### src/rtl/instruction_sequencer_if.sv
// Instruction-fetch bus between the sequencer and instruction memory.
//   mem_req   : fetch request, held until acknowledged
//   mem_addr  : fetch address (the sequencer's current PC)
//   mem_ack   : mem_rdata is valid this cycle
//   mem_rdata : fetched instruction word
// The master modport is the sequencer side, the slave modport is the memory side.
interface instruction_sequencer_if #(
  parameter int PC_WIDTH    = 8,
  parameter int INSTR_WIDTH = 16
);
  logic                   mem_req;
  logic [PC_WIDTH-1:0]    mem_addr;
  logic                   mem_ack;
  logic [INSTR_WIDTH-1:0] mem_rdata;

  modport master (output mem_req, output mem_addr, input mem_ack, input mem_rdata);
  modport slave  (input mem_req, input mem_addr, output mem_ack, output mem_rdata);
endinterface

### src/rtl/instruction_sequencer.sv
// Multi-cycle fetch/decode/execute controller for the 16-bit datapath.
// Fetches words over the mem bus, drives the instruction-register load
// (IL/IR), sequences the ALU (alu_start/alu_done) and register-file write
// (RW/wr_addr) from the decoded fields, and owns the program counter.
// Ports:
//   clk, reset       : clock; asynchronous active-low reset
//   mem              : fetch bus (master side)
//   IL, IR           : instruction-register load strobe and word
//   opcode/DA/AA/BA  : decoded fields returned by the instruction register
//   alu_start        : one-cycle ALU start; alu_done : ALU result valid
//   RW, wr_addr      : register-file write pulse and address
//   pc, halted       : program counter, stopped on HALT
//   instr_count      : retired-instruction counter (wraps)
module instruction_sequencer #(
  parameter int PC_WIDTH    = 8,
  parameter int INSTR_WIDTH = 16
) (
  input  logic                   clk,
  input  logic                   reset,
  instruction_sequencer_if.master mem,
  output logic                   IL,
  output logic [INSTR_WIDTH-1:0] IR,
  input  logic [3:0]             opcode,
  input  logic [3:0]             DA,
  input  logic [3:0]             AA,
  input  logic [3:0]             BA,
  output logic                   alu_start,
  input  logic                   alu_done,
  output logic                   RW,
  output logic [3:0]             wr_addr,
  output logic [PC_WIDTH-1:0]    pc,
  output logic                   halted,
  output logic [15:0]            instr_count
);

  typedef enum logic [2:0] {
    S_IDLE, S_FETCH, S_LOAD, S_SETTLE, S_DECODE, S_EXEC, S_WRITEBACK, S_HALT
  } state_t;

  localparam logic [3:0] OP_NOP  = 4'h0;
  localparam logic [3:0] OP_JMP  = 4'hE;
  localparam logic [3:0] OP_HALT = 4'hF;

  state_t state, state_next;
  logic   alu_issued;   // set once the first EXEC cycle has passed
  logic   retire;
  logic [7:0]          jmp_field;
  logic [PC_WIDTH-1:0] jmp_target;

  // The {AA,BA} target is zero-extended or truncated to the PC width.
  assign jmp_field  = {AA, BA};
  assign jmp_target = PC_WIDTH'(jmp_field);
  assign mem.mem_addr = pc;

  // Next state and strobes. Strobes are pure state decodes, so at most one
  // of mem_req/IL/alu_start/RW can be high in any cycle.
  always_comb begin
    // NOTE: every output of this block gets a default first; a path that
    // left one unassigned would infer a latch.
    state_next  = state;
    mem.mem_req = 1'b0;
    IL          = 1'b0;
    alu_start   = 1'b0;
    RW          = 1'b0;
    halted      = 1'b0;
    retire      = 1'b0;
    case (state)
      S_IDLE:   state_next = S_FETCH;
      S_FETCH: begin
        mem.mem_req = 1'b1;
        if (mem.mem_ack) state_next = S_LOAD;
      end
      S_LOAD: begin
        IL         = 1'b1;
        state_next = S_SETTLE;
      end
      S_SETTLE: state_next = S_DECODE;
      S_DECODE: begin
        case (opcode)
          OP_NOP, OP_JMP: begin
            retire     = 1'b1;
            state_next = S_FETCH;
          end
          OP_HALT: begin
            retire     = 1'b1;
            state_next = S_HALT;
          end
          default: state_next = S_EXEC;
        endcase
      end
      S_EXEC: begin
        alu_start = !alu_issued;
        // alu_done counts even in the cycle that issues alu_start.
        if (alu_done) state_next = S_WRITEBACK;
      end
      S_WRITEBACK: begin
        RW         = 1'b1;
        retire     = 1'b1;
        state_next = S_FETCH;
      end
      S_HALT:   halted = 1'b1;
      default:  state_next = S_IDLE;
    endcase
  end

  always_ff @(posedge clk or negedge reset) begin
    if (!reset) begin
      state       <= S_IDLE;
      alu_issued  <= 1'b0;
      pc          <= '0;
      IR          <= '0;
      wr_addr     <= '0;
      instr_count <= '0;
    end else begin
      // NOTE: sequential state uses non-blocking assignments so every
      // register samples pre-edge values regardless of statement order.
      state      <= state_next;
      alu_issued <= (state == S_EXEC);
      if (state == S_FETCH && mem.mem_ack) begin
        IR <= mem.mem_rdata;
        pc <= pc + PC_WIDTH'(1);
      end
      if (state == S_DECODE) begin
        wr_addr <= DA;
        // Overrides the post-increment done at fetch.
        if (opcode == OP_JMP) pc <= jmp_target;
      end
      if (retire) instr_count <= instr_count + 16'd1;
    end
  end

endmodule
### src/flat_wrapper.sv
// flat-port wrapper written by rule: the top's interface ports become plain ports
module instruction_sequencer_flat 
#(
  parameter int PC_WIDTH    = 8,
  parameter int INSTR_WIDTH = 16
)
  (clk, reset, IL, IR, opcode, DA, AA, BA, alu_start, alu_done, RW, wr_addr, pc, halted, instr_count, mem_mem_req, mem_mem_addr, mem_mem_ack, mem_mem_rdata);
  instruction_sequencer_if #(.PC_WIDTH(PC_WIDTH), .INSTR_WIDTH(INSTR_WIDTH)) mem_i ();
  input  logic clk;
  input  logic reset;
  output logic IL;
  output logic [INSTR_WIDTH-1:0] IR;
  input  logic [3:0] opcode;
  input  logic [3:0] DA;
  input  logic [3:0] AA;
  input  logic [3:0] BA;
  output logic alu_start;
  input  logic alu_done;
  output logic RW;
  output logic [3:0] wr_addr;
  output logic [PC_WIDTH-1:0] pc;
  output logic halted;
  output logic [15:0] instr_count;
  output wire logic [$bits(mem_i.mem_req)-1:0] mem_mem_req;
  output wire logic [$bits(mem_i.mem_addr)-1:0] mem_mem_addr;
  input wire logic [$bits(mem_i.mem_ack)-1:0] mem_mem_ack;
  input wire logic [$bits(mem_i.mem_rdata)-1:0] mem_mem_rdata;
  assign mem_mem_req = mem_i.mem_req;
  assign mem_mem_addr = mem_i.mem_addr;
  assign mem_i.mem_ack = mem_mem_ack;
  assign mem_i.mem_rdata = mem_mem_rdata;
  instruction_sequencer #(.PC_WIDTH(PC_WIDTH), .INSTR_WIDTH(INSTR_WIDTH)) u_core (.clk(clk), .reset(reset), .mem(mem_i), .IL(IL), .IR(IR), .opcode(opcode), .DA(DA), .AA(AA), .BA(BA), .alu_start(alu_start), .alu_done(alu_done), .RW(RW), .wr_addr(wr_addr), .pc(pc), .halted(halted), .instr_count(instr_count));
endmodule
### config.mk
export PLATFORM = sky130hd
export DESIGN_NAME = instruction_sequencer_flat
export DESIGN_NICKNAME = d
export VERILOG_FILES = /design/src/rtl/instruction_sequencer_if.sv /design/src/rtl/instruction_sequencer.sv /design/src/flat_wrapper.sv
export SDC_FILE = /design/constraint.sdc
export NUM_CORES = 1
export LEC_CHECK = 0
export CAP_MARGIN = 20
export CORE_MARGIN = 2
export CORE_UTILIZATION = 40
export DETAILED_ROUTE_END_ITERATION = 10
export PLACE_DENSITY = 0.87
export SLEW_MARGIN = 20
export SYNTH_ARGS = -nofsm -noshare
export SYNTH_HDL_FRONTEND = slang
export SYNTH_SLANG_ARGS = --single-unit
### constraint.sdc
create_clock -name clk -period 1.65 [get_ports clk]
set_input_delay 0.4125 -clock clk [delete_from_list [all_inputs] [get_ports clk]]
set_output_delay 0.4125 -clock clk [all_outputs]
set_load 0.02 [all_outputs]
==> results of run 1 <==
sequential cells by signal (all words and copies together), names as in the netlist:
| register | count |
|---|---|
| u_core.IR | 16 |
| u_core.instr_count | 16 |
| u_core.mem.mem_addr | 8 |
| u_core.wr_addr | 4 |
| u_core.state | 3 |
| u_core.alu_issued | 1 |
cell type report:
type / instances / share of cell area [%]
Tap cell: 72 / 2.46
Clock buffer: 5 / 1.88
Multi-Input combinational cell: 122 / 27.8
Timing Repair Buffer: 129 / 33.4
Sequential cell: 48 / 32.9
Clock inverter: 3 / 1.30
Inverter: 3 / 0.376
stage by stage:
stage / area (µm²) / setup WS, ps / utilization, %
floorplan: 2240 / 33.2 / -
global placement: 3380 / -454 / 62.2
detailed placement: 3380 / -526 / 62.2
CTS: 3490 / -82.0 / 64.3
global route: 3660 / -128 / 67.3
finish: 3660 / -66.8 / 67.3
power breakdown:
| group | leakage, µW | internal, µW | switching, µW |
|---|---|---|---|
| clock | 0.0000583 | 457 | 399 |
| sequential | 0.000599 | 1620 | 351 |
| combinational | 0.00107 | 1590 | 1560 |
| total | 0.00173 | 3660 | 2310 |
logic make-up (layout without fill, tap and decap cells):
kind of cell	after synthesis	count (layout)	synth area share, %
muxes	22	22	11.0
xor gates and xnor gates	22	22	8.62
DFF	48	48	53.8
buffers and inverters	18	140	4.87
and+or+nand+nor	56	56	15.0
AOI/OAI and AO/OA	19	20	5.66
adders and majority gates	2	2	1.12
critical path: stages (launching register included):
cell,delay (ps)
dfrtp_1,410
nor2b_4,200
and2_4,160
nor2b_4,130
buf_6,120
routing by layer:
metal  up-vias  GRT usage, %  part of all wire, %
li1        899             -                    -
met1       926          21.4                   41
met2        58          34.0                   52
met3         5          3.30                  5.5
met4         0          4.21                 0.82
met5         -             0                    0
what timing repair did:
| action | 4_1_cts | 5_1_grt |
|---|---|---|
| setup endpoints to repair | 95 | 38 |
| setup buffers | 2 | 9 |
| gates resized for setup | 101 | 15 |
| hold buffers | 0 | 0 |
| pin swaps | 5 | 12 |
| cloned | 1 | 3 |
worst max-delay path by stage:
| stage | slack (ps) | endpoint | start |
|---|---|---|---|
| after floorplan | 30 | alu_start | u_core.state[1] |
| after global placement | -450 | u_core.instr_count[12] | opcode[1] |
| after detailed placement | -530 | u_core.instr_count[12] | opcode[1] |
| after CTS | -80 | RW | u_core.state[1] |
| after global routing | -130 | alu_start | u_core.state[0] |
| final | -70 | alu_start | u_core.state[0] |
cell usage in the layout, fill, tap and decap left out, types with 3 or more instances in the layout:
cell / count
and3_1: 7
buf_12: 3
buf_4: 27
buf_6: 10
clkbuf_8: 5
clkdlybuf4s50_1: 30
dfrtp_1: 46
dlygate4sd2_1: 56
mux2_2: 20
nand2_1: 14
nand3_1: 4
nand4_1: 10
o21ai_0: 4
o21ai_1: 6
xnor2_1: 13
xor2_1: 8
==> reports/results.ini, run 1 <==
[run_status]
outcome = complete, but fails checks
violations = negative setup slack

[place]
portBuffers = 92
place_inst = 360
dp_hpwl_mm = 3.92
place.gp.congestion = 0.810

[floorplan]
fp.coreArea_um2 = 5440
dieWidth_um = 78.7
dieHeight_um = 78.7
row_count = 27
pin_count = 93
dieArea_um2 = 6200
start_util_pct = 41.1

[cells_and_area]
fillCellCount = 445
area_growth_pct = 63.8
layout.cells.non_filler = 382
nets = 347
antenna_cells = 0
multi_input_area_um2 = 1020
regArea_um2 = 1200
drive_above_1_share_pct = 29.7

[setup_path]
arrival_ps = 1300
reg2reg_setup_slack_ps = -40
worstPathRequired_ps = 1240
r2r_end = u_core.IR[14]
crit_path_max_fanout = 4
reg2reg_from = u_core.state[2]
crit_path_end_kind = output pin
critPathLaunchType = flop
reg2reg_depth = 5
crit_type = reg -> out

[clock_network]
htree_num_levels = 2
clkSlewWorstSetupHoldPaths_ps = 90
clock_path_buffers = 2
root_buffer = clkbuf_8
clk_latency_ps = 300
cts_tree = built
cts_buffers = 5
clock-sinks = 48

[synth]
ys_warn_count = 0
synth_area_leaders = dfrtp_1 54%, mux2_2 10%, xnor2_1 5.5%
synthFlopType = dfrtp_1
yosys_register_bits = 48
synth_top_area_cell = dfrtp_1
synthCells = 187
synth_edf_count = 0
syn_area_per_cell_um2 = 11.9
yosysMostFrequentCell = dfrtp_1
synth_common_cells = 48 x dfrtp_1, 20 x mux2_2, 15 x nand2_1
async_flop_share_pct = 100
synth_area_um2 = 2230
synth-seq-area-share_pct = 53.8
syn-num-nets = 225
yosysUniqueCellTypes = 39
synth_top_area_share_pct = 53.8

[sta]
finalHoldViolCount = 0
period_needed_ps = 1720
period_share_pct = 104
fmax_ghz = 0.582
clock_skew_ps = 8.06
rsz0062_at_grt = true
worst_pin_slew_ps = 574
finalMaxSlewViolations = 0
fin_hold_ws_ps = 105
setup_ws_ps = -66.8
slew_headroom_pct = 61.8
finalSetupViolCount = 21
finalSetupTns_ps = -571

[detailed_routing]
dr_total_vias = 1888
via_per_inst = 4.94
first_pass_iters = 4
ant_nets = 0
post-route-drc-count = 0
finalWirelength_mm = 5.60
wl_per_cell_um = 14.7
drtIter0Drc = 47

[global_route]
grt_pass1_wl_mm = 9.03
gr-total-overflow = 0
track_usage_pct = 18.1
grt_pass1_vias = 1960
antenna_found_initial = 0
grt_start_max_net_pins = 26

[power]
pwr_density_cell_nw_per_um2 = 1630
p_total_uw = 5970
ir_drop_uv = 829
p_leak_uw = 0.00173

[flow_run]
drv_cap = 0

[min_path]
hp-class = in -> async

Note: power is estimated with default switching activity, not from simulation.
==> inputs of run 2 (changes only) <==
- GPL_TIMING_DRIVEN: not set -> 0
- SKIP_LAST_GASP: not set -> 1
==> reports/results.ini, run 2 (synthesis results as in run 1) <==
[run_status]
outcome = complete, but fails checks
violations = negative setup slack

[sta]
fin_hold_ws_ps = 87.5
fmax_ghz = 0.556
clock_skew_ps = 3.91
slew_headroom_pct = 64.4
finalSetupViolCount = 14
period_share_pct = 109
finalHoldViolCount = 0
worst_pin_slew_ps = 533
setup_ws_ps = -148
finalMaxSlewViolations = 0
finalSetupTns_ps = -703
period_needed_ps = 1800
rsz0062_at_grt = true

[detailed_routing]
wl_per_cell_um = 14.3
first_pass_iters = 4
drtIter0Drc = 36
post-route-drc-count = 0
finalWirelength_mm = 5.44
via_per_inst = 4.94
dr_total_vias = 1876
ant_nets = 0

[floorplan]
fp.coreArea_um2 = 5440
dieArea_um2 = 6200
row_count = 27
dieHeight_um = 78.7
start_util_pct = 41.1
dieWidth_um = 78.7
pin_count = 93

[setup_path]
crit_path_max_fanout = 6
reg2reg_from = u_core.state[0]
worstPathRequired_ps = 1240
r2r_end = u_core.instr_count[7]
reg2reg_setup_slack_ps = -70
critPathLaunchType = flop
crit_type = reg -> out
arrival_ps = 1390
reg2reg_depth = 7
crit_path_end_kind = output pin

[cells_and_area]
area_growth_pct = 58.7
layout_commonest_cell = dlygate4sd2_1
final_util_pct = 65.2
layout.cells.non_filler = 380
antenna_cells = 0
nets = 345
fillCellCount = 450
drive_above_1_share_pct = 28.6
regArea_um2 = 1210
multi_input_area_um2 = 985
final_cell_mix = 55 x dlygate4sd2_1, 44 x dfrtp_1, 30 x clkdlybuf4s50_1

[global_route]
grt_pass1_wl_mm = 9.10
gr-total-overflow = 0
track_usage_pct = 18.3
grt_pass1_vias = 1889
grt_start_max_net_pins = 27
antenna_found_initial = 0

[clock_network]
htree_num_levels = 2
clock_path_buffers = 2
clkSlewWorstSetupHoldPaths_ps = 90
clk_latency_ps = 290
hold_buffers = 0
root_buffer = clkbuf_8
clock-sinks = 48
cts_tree = built
cts_buffers = 5

[place]
dp_hpwl_mm = 3.80
place.gp.congestion = 0.782
pre_cts_ws_ps = -614
place_inst = 352
portBuffers = 92

[power]
pwr_density_cell_nw_per_um2 = 1650
ir_drop_uv = 1080
p_leak_uw = 0.00167

[flow_run]
drv_cap = 0

[min_path]
hp-class = in -> async

[run 2: cell type report]
cell class              instances  share of cell area (%)
repair buffers                112                    28.3
flip-flops and latches         48                    34.0
multi-input cells             122                    27.8
clock inverters                 3                    1.20
clock buffers                   5                    1.94
well taps                      72                    2.54
plain buffers                  15                    3.92
inverters                       3                   0.318
[run 2: worst max-delay path by stage]
stage | from | end | depth (start not counted)
after floorplan | u_core.state[1] | alu_start | 4
after global routing | u_core.state[0] | RW | 5
after CTS | u_core.state[0] | RW | 5
after detailed placement | opcode[0] | u_core.instr_count[14] | 5
after global placement | reset | u_core.instr_count[6] | 1
final | u_core.state[0] | RW | 5
[run 2: repair_timing]
action                     CTS  global route
gates resized for setup    103            11
setup endpoints to repair  101            44
buffers inserted             8            10
gates cloned                 2             0
pin swaps                    5            15
[run 2: metrics by stage]
step           total power (µW)  cell area [µm²]
3_3_place_gp               4830             3250
3_5_place_dp               4930             3270
4_1_cts                    5720             3460
5_1_grt                    6220             3550
2_1_floorplan              3530             2240
6_report                   5840             3550
[run 2: metal layers]
layer | vias to the layer above | global-route usage, % | share of wire [%]
met1 | 911 | 23.2 | 43
met2 | 62 | 31.5 | 50
met4 | 0 | 5.44 | 1.3
li1 | 894 | - | -
met3 | 9 | 3.86 | 6.1
met5 | - | 0 | 0
[run 2: power breakdown]
group	internal [µW]	switching, µW	leakage [µW]
Combinational	1540	1520	0.00102
Clock	448	385	0.0000541
Sequential	1620	320	0.000596
Total	3620	2230	0.00167
[run 2: critical path: stages, from the launching register on]
cell and delay, ps:
dfrtp_1 400, buf_6 130, nand2b_4 160, or2_4 250, inv_2 50, buf_6 100
